$ cat src/rtl/button_debouncer_pkg.sv
// Shared types and constants for the push-button debouncer and its board-level users.
package button_debouncer_pkg;

  typedef enum logic [1:0] {
    IDLE_RELEASED = 2'd0,
    WAIT_PRESS    = 2'd1,
    HELD_PRESSED  = 2'd2,
    WAIT_RELEASE  = 2'd3
  } deb_state_t;

  // 10 ms of stable input at the 50 MHz board clock
  localparam int DEFAULT_DEBOUNCE_CYCLES = 500000;

endpackage

$ cat src/rtl/bit_synchronizer.sv
// Multi-flop synchroniser for a single asynchronous input bit; shared by all board buttons.
module bit_synchronizer #(
  parameter int SYNC_STAGES = 2
) (
  input  logic clk,
  input  logic async_nreset,
  input  logic d,
  output logic q
);

  logic [SYNC_STAGES-1:0] chain;

  always_ff @(posedge clk or negedge async_nreset) begin
    if (!async_nreset) chain <= '0;
    else               chain <= {chain[SYNC_STAGES-2:0], d};
  end

  assign q = chain[SYNC_STAGES-1];

endmodule

$ cat src/rtl/button_debouncer.sv
// Debounces one raw push-button into a registered level plus one-cycle press/release pulses.
module button_debouncer
  import button_debouncer_pkg::*;
#(
  parameter int DEBOUNCE_CYCLES = DEFAULT_DEBOUNCE_CYCLES,
  parameter int SYNC_STAGES     = 2
) (
  input  logic clk,
  input  logic async_nreset,
  input  logic button_raw,
  output logic button_level,
  output logic press_pulse,
  output logic release_pulse
);

  localparam int              CW       = $clog2(DEBOUNCE_CYCLES + 1);
  localparam logic [CW-1:0]   CNT_LAST = CW'(DEBOUNCE_CYCLES - 1);

  logic          sync_q;
  deb_state_t    state, state_next;
  logic [CW-1:0] count, count_next;
  logic          press_next, release_next;

  bit_synchronizer #(.SYNC_STAGES(SYNC_STAGES)) u_sync (
    .clk          (clk),
    .async_nreset (async_nreset),
    .d            (button_raw),
    .q            (sync_q)
  );

  // Counter restarts on every state change, so it only measures the current stable run.
  always_comb begin
    state_next   = state;
    count_next   = count;
    press_next   = 1'b0;
    release_next = 1'b0;
    case (state)
      IDLE_RELEASED: begin
        if (sync_q) begin
          state_next = WAIT_PRESS;
          count_next = '0;
        end
      end
      WAIT_PRESS: begin
        if (!sync_q) begin
          state_next = IDLE_RELEASED;
          count_next = '0;
        end else if (count == CNT_LAST) begin
          state_next = HELD_PRESSED;
          count_next = '0;
          press_next = 1'b1;
        end else begin
          count_next = count + CW'(1);
        end
      end
      HELD_PRESSED: begin
        if (!sync_q) begin
          state_next = WAIT_RELEASE;
          count_next = '0;
        end
      end
      WAIT_RELEASE: begin
        if (sync_q) begin
          state_next = HELD_PRESSED;
          count_next = '0;
        end else if (count == CNT_LAST) begin
          state_next   = IDLE_RELEASED;
          count_next   = '0;
          release_next = 1'b1;
        end else begin
          count_next = count + CW'(1);
        end
      end
      default: begin
        state_next = IDLE_RELEASED;
        count_next = '0;
      end
    endcase
  end

  always_ff @(posedge clk or negedge async_nreset) begin
    if (!async_nreset) begin
      state         <= IDLE_RELEASED;
      count         <= '0;
      button_level  <= 1'b0;
      press_pulse   <= 1'b0;
      release_pulse <= 1'b0;
    end else begin
      state         <= state_next;
      count         <= count_next;
      button_level  <= (state_next == HELD_PRESSED) || (state_next == WAIT_RELEASE);
      press_pulse   <= press_next;
      release_pulse <= release_next;
    end
  end

endmodule

$ cat config.mk
export PLATFORM = sky130hd
export DESIGN_NAME = button_debouncer
export DESIGN_NICKNAME = d
export VERILOG_FILES = /design/src/rtl/button_debouncer_pkg.sv /design/src/rtl/bit_synchronizer.sv /design/src/rtl/button_debouncer.sv
export SDC_FILE = /design/constraint.sdc
export NUM_CORES = 1
export LEC_CHECK = 0
export CAP_MARGIN = 20
export CORE_ASPECT_RATIO = 0.75
export CORE_MARGIN = 3
export CORE_UTILIZATION = 35
export DETAILED_ROUTE_END_ITERATION = 12
export GPL_TIMING_DRIVEN = 1
export REMOVE_ABC_BUFFERS = 1
export SLEW_MARGIN = 25
export SYNTH_ARGS = -nofsm -noshare
export SYNTH_HDL_FRONTEND = slang
export SYNTH_SLANG_ARGS = --single-unit
$ cat constraint.sdc
create_clock -name clk -period 2.3 [get_ports clk]
set_clock_uncertainty 0.05 [all_clocks]
set_input_delay 0.345 -clock clk [delete_from_list [all_inputs] [get_ports clk]]
set_output_delay 0.345 -clock clk [all_outputs]
set_load 0.02 [all_outputs]
# Word-level counts from Yosys, hierarchy flattened
# Cells that the tools add are included.
# Widths: inputs -> output; s select.
# word_totals
wordCells	36
register_bits	26
output_inout_bits	3
# classes
n_addsub	1
n_reduce_logical	3
n_mux	18
n_eq_ne	8
# op_table
cell	count
$mux 19	5
$pmux 19 s4	1
$add 19x1->19 const B	1
$eq 19x19->1 const B	1
$mux 2	6
$eq 2x2->1 const B	4
$pmux 2 s4	1
$mux 1	5
$eq 2x1->1 const B	1
$logic_not 2->1	1
$ne 2x1->1 const B	1
$ne 2x2->1 const B	1
$reduce_and 2->1	1
$logic_or 1x1->1	1

# Logic depth before layout (Yosys ltp)
# logic_depth
ltp_word	6
mapped_depth	7
mapped_depth_nobuf	6

# Modules after synthesis
# A second synthesis with hierarchy kept.
# hier_totals
cells_unflattened	139
hier_area_um2	1368.8
# modules_own_cells
module	area_each_um2	seq_area_each_um2	cells_per_inst	n_inst
button_debouncer	1318.8	600.6	137	1
bit_synchronizer	50.0	50.0	2	1

# Worst setup path before layout
# Ideal clock, no wire load.
# synth_path
kind	reg-to-reg
startpoint	register count[0]
endpoint	register count[3]
path_slack_ns	0.366
path_stages_with_launch	7
setup_time_ns	0.118
arrival_ns	1.766
required_ns	2.132
path_cell_list	dfrtp_1 -> ha_1 -> nand4_2 -> or4_4 -> o21a_4 -> a21o_1 -> a21o_1
# synth_via
elab_chain_cells	4
elab_cells_between_ends	6
classes_between	add/sub: 1; eq/ne: 1; mux: 4
# synth_rtl
item	line_no	rtl
from (decl)	button_debouncer.sv:21	logic [CW-1:0] count, count_next;
from (signal assigned)	button_debouncer.sv:90	count <= count_next;
$add 19x1->19 / $eq 19x19->1 (equally long branches)	--	
$mux 19 (*)	button_debouncer.sv:48, button_debouncer.sv:66	
$mux 19 (on tied branches)	button_debouncer.sv:63, button_debouncer.sv:45	
$pmux 19 s4 (*)	button_debouncer.sv:37	case (state)
# Every way passes the cells marked *; elsewhere a longest branch is shown, timed or not.
# A chain may end at the register's enable or synchronous reset.

# Worst setup path after layout
# Same ends and word-level chain as after synthesis.

==> reports/results.txt <==
detailed placer's ending HPWL: 1940 µm
number of antenna violations at the first check in global routing: 0
Routability Congestion: 0.891
power density over the cells: 537 nW/µm²
worst vdd rail ir drop: 0.000338 V
share of flip-flops with an asynchronous set or reset after synthesis: 1.00
relative max-transition margin: 0.326
Inserted Clock Buffers: 3
Setup crit start: count[0]
Fmax: 0.466 GHz
setup-violating endpoint count in the final report: 0
endpoint class of the critical path: flip-flop
clk sink count: 26
area of the multi-input gates: 639 µm²
number of input and output port buffers inserted: 5
cell total after placement: 192
Final period util: 0.933
Antenna Nets Post-Route: 0
diode count: 0
wire length of the first global-routing pass: 4480 µm
via count of the first global-routing pass: 971
Synth Flop Type: sky130_fd_sc_hd__dfrtp_1
Cell Count, Final, Fillers Out: 196
sequential cell area: 651 µm²
max_cap viols: 0
maximum clock path buffer count: 2
status: finished clean
data arrival time at the worst-slack endpoint: 2.26 ns
yosys warns: 0
data required time of the critical path: 2.41 ns
Fin Setup TNS: 0 ns
hold_buf cts: 0
hold crit path type: reg2reg
total chip power: 0.807 mW
Iteration-0 DRC Markers: 53
NumNets Final: 151
Mean Syn Cell Area: 9.68 µm²
Mapped Cells: 138
startpoint of the worst register-to-register path: count[0]
final routed DRC violation total: 0
initial core utilization: 0.385
Global Route met1 Usage: 0.184
#FFs+latches synth: 26
clock tree from TritonCTS: yes
core region area: 3470 µm²
min cycle time layout: 2.15 ns
grt ovf: 0
most frequent cell on the critical path: sky130_fd_sc_hd__a21o_1
unrepaired setup endpoints after global routing: false
sequential cell area fraction in the yosys report: 0.487
top fanout value on the critical path: 14
crit path launch type: flip-flop
maximum level of the CTS H-tree: 1
total via count in the routed design: 1055
post-synth cell types: 37
area enclosed by the die boundary: 4600 µm²
number of ports placed on the die boundary: 6
Root Driver: sky130_fd_sc_hd__clkbuf_8
ratio of cells with drive above 1 in the final layout: 0.123
maximum number of pins on one net before global-route repair: 27
crit path cell chain: ha_1 -> nand4_2 -> or4_4 -> o21a_4 -> a21o_1 -> a21o_1
grt met2 use: 0.177
number of optimization iterations in the first detailed-route pass: 5
area growth from synthesis to final layout: 12.5%
startpoint of the tightest hold check path: u_sync.chain[0]
stage delay of the slowest cell on the critical path: 0.55 ns
GRT Resource Usage Total: 0.126
busiest layer in global routing: met1
Hold Vio Cnt, Final: 0
cell area after synthesis: 1340 µm²
number of pins exceeding their max-slew limit in the final report: 0
clock latency on the worst-skew pair: 0.27 ns
met3 GRT Util: 0.0350
num rows: 18
Critical Path Slowest Stage Cell: sky130_fd_sc_hd__or4_4
count of fill cells added during filler insertion: 359
chip width: 77.4 µm
floorplan die height: 59.5 µm
LEAKAGE: 0.612 nW
routed length per placed instance: 13.5 µm
Post-synth EDFFs: 0
Vias per Instance: 5.38
clock transition at the registers of the reported paths: 0.08 ns
critical path class: reg2reg
Worst Max-Slew Pin Slew: 1.01 ns
detailed-route wire length: 2640 µm
[through the flow]
stage	setup slack, ns	utilization	area, µm²	hold slack [ns]
after detailed placement	0.198	0.416	1440	0.288
final	0.153	0.433	1500	0.310
after CTS	0.186	0.431	1500	0.309
after global placement	0.236	0.416	1440	0.285
after floorplan	0.330	-	1310	-0.000591
after global routing	0.0536	0.433	1500	0.320
[state kept, by name, indices dropped and copies added, names as in the netlist]
register / flops
u_sync.chain: 2
release_pulse: 1
count: 19
press_pulse: 1
button_level: 1
state: 2
[worst max-delay path, delay by kind of cell, from the launching register on]
kind	cells	cell delay, ns
flops	1	0.39
compound gates	3	0.64
fa+ha+maj	1	0.23
simple gates	2	0.74
[per-layer routing]
| layer | vias to the layer above | share of wire |
|---|---|---|
| met5 | - | 0 |
| met4 | 0 | 0.0072 |
| met3 | 2 | 0.059 |
| met2 | 31 | 0.40 |
| met1 | 500 | 0.53 |
| li1 | 522 | - |
[power by group]
group	switching [mW]	internal (mW)
Combinational	0.0318	0.0198
Sequential	0.00506	0.462
Clock	0.135	0.153
[placed cells by master, fill, tap and decap left out, drive strengths merged, types with 5 or more instances in the layout]
cell type      count
a21oi              8
clkdlybuf4s50      5
dfrtp             26
inv                6
nand2             12
nand3              8
nand4              8
nor2               9
o21ai             12
or3                5
[Yosys cell counts (all sizes together) (3+ instances only)]
library cell,number,area [µm²]
nor4,3,18.8
nand3,8,40.0
nor3,3,15.0
inv,6,22.5
a21o,4,30.0
and2,3,20.0
nor3b,3,22.5
a21oi,8,40.0
a22o,3,26.3
o21ai,12,63.8
nand4,8,56.3
nand2,12,45.0
nor2,9,33.8
or3,5,31.3
dfrtp,26,651
[cell type report]
type | instances | area share
sequential | 26 | 0.433
timing repair buffer | 8 | 0.0483
multi-input combinational | 102 | 0.425
clock buffer | 4 | 0.0366
tap | 50 | 0.0416
inverter | 6 | 0.0150
[final timing paths]
path | to | slack, ns | cells past startpoint
max reg2reg | count[3] | 0.15 | 6
min | u_sync.chain[1] | 0.31 | 0
max in group asynchronous | count[6] | 1.57 | 2
max | count[3] | 0.15 | 6
min in group asynchronous | count[18] | 0.38 | 2
min reg2reg | u_sync.chain[1] | 0.31 | 0
[repair_timing]
action	in CTS	in global routing
buffers inserted	0	0
gates resized for setup	0	1
setup endpoints to repair	0	1
[cells by family (layout without fill, tap and decap cells)]
family,after synthesis,count (layout),synth area share
xor gates and xnor gates,3,3,0.0197
AOI/OAI and AO/OA,32,32,0.155
buffers and inverters,10,18,0.0393
muxes,3,3,0.0243
DFF,26,26,0.487
and+or+nand+nor,63,63,0.265
adders and majority gates,1,1,0.00936
No activity file was read; power rests on OpenSTA's default activity.
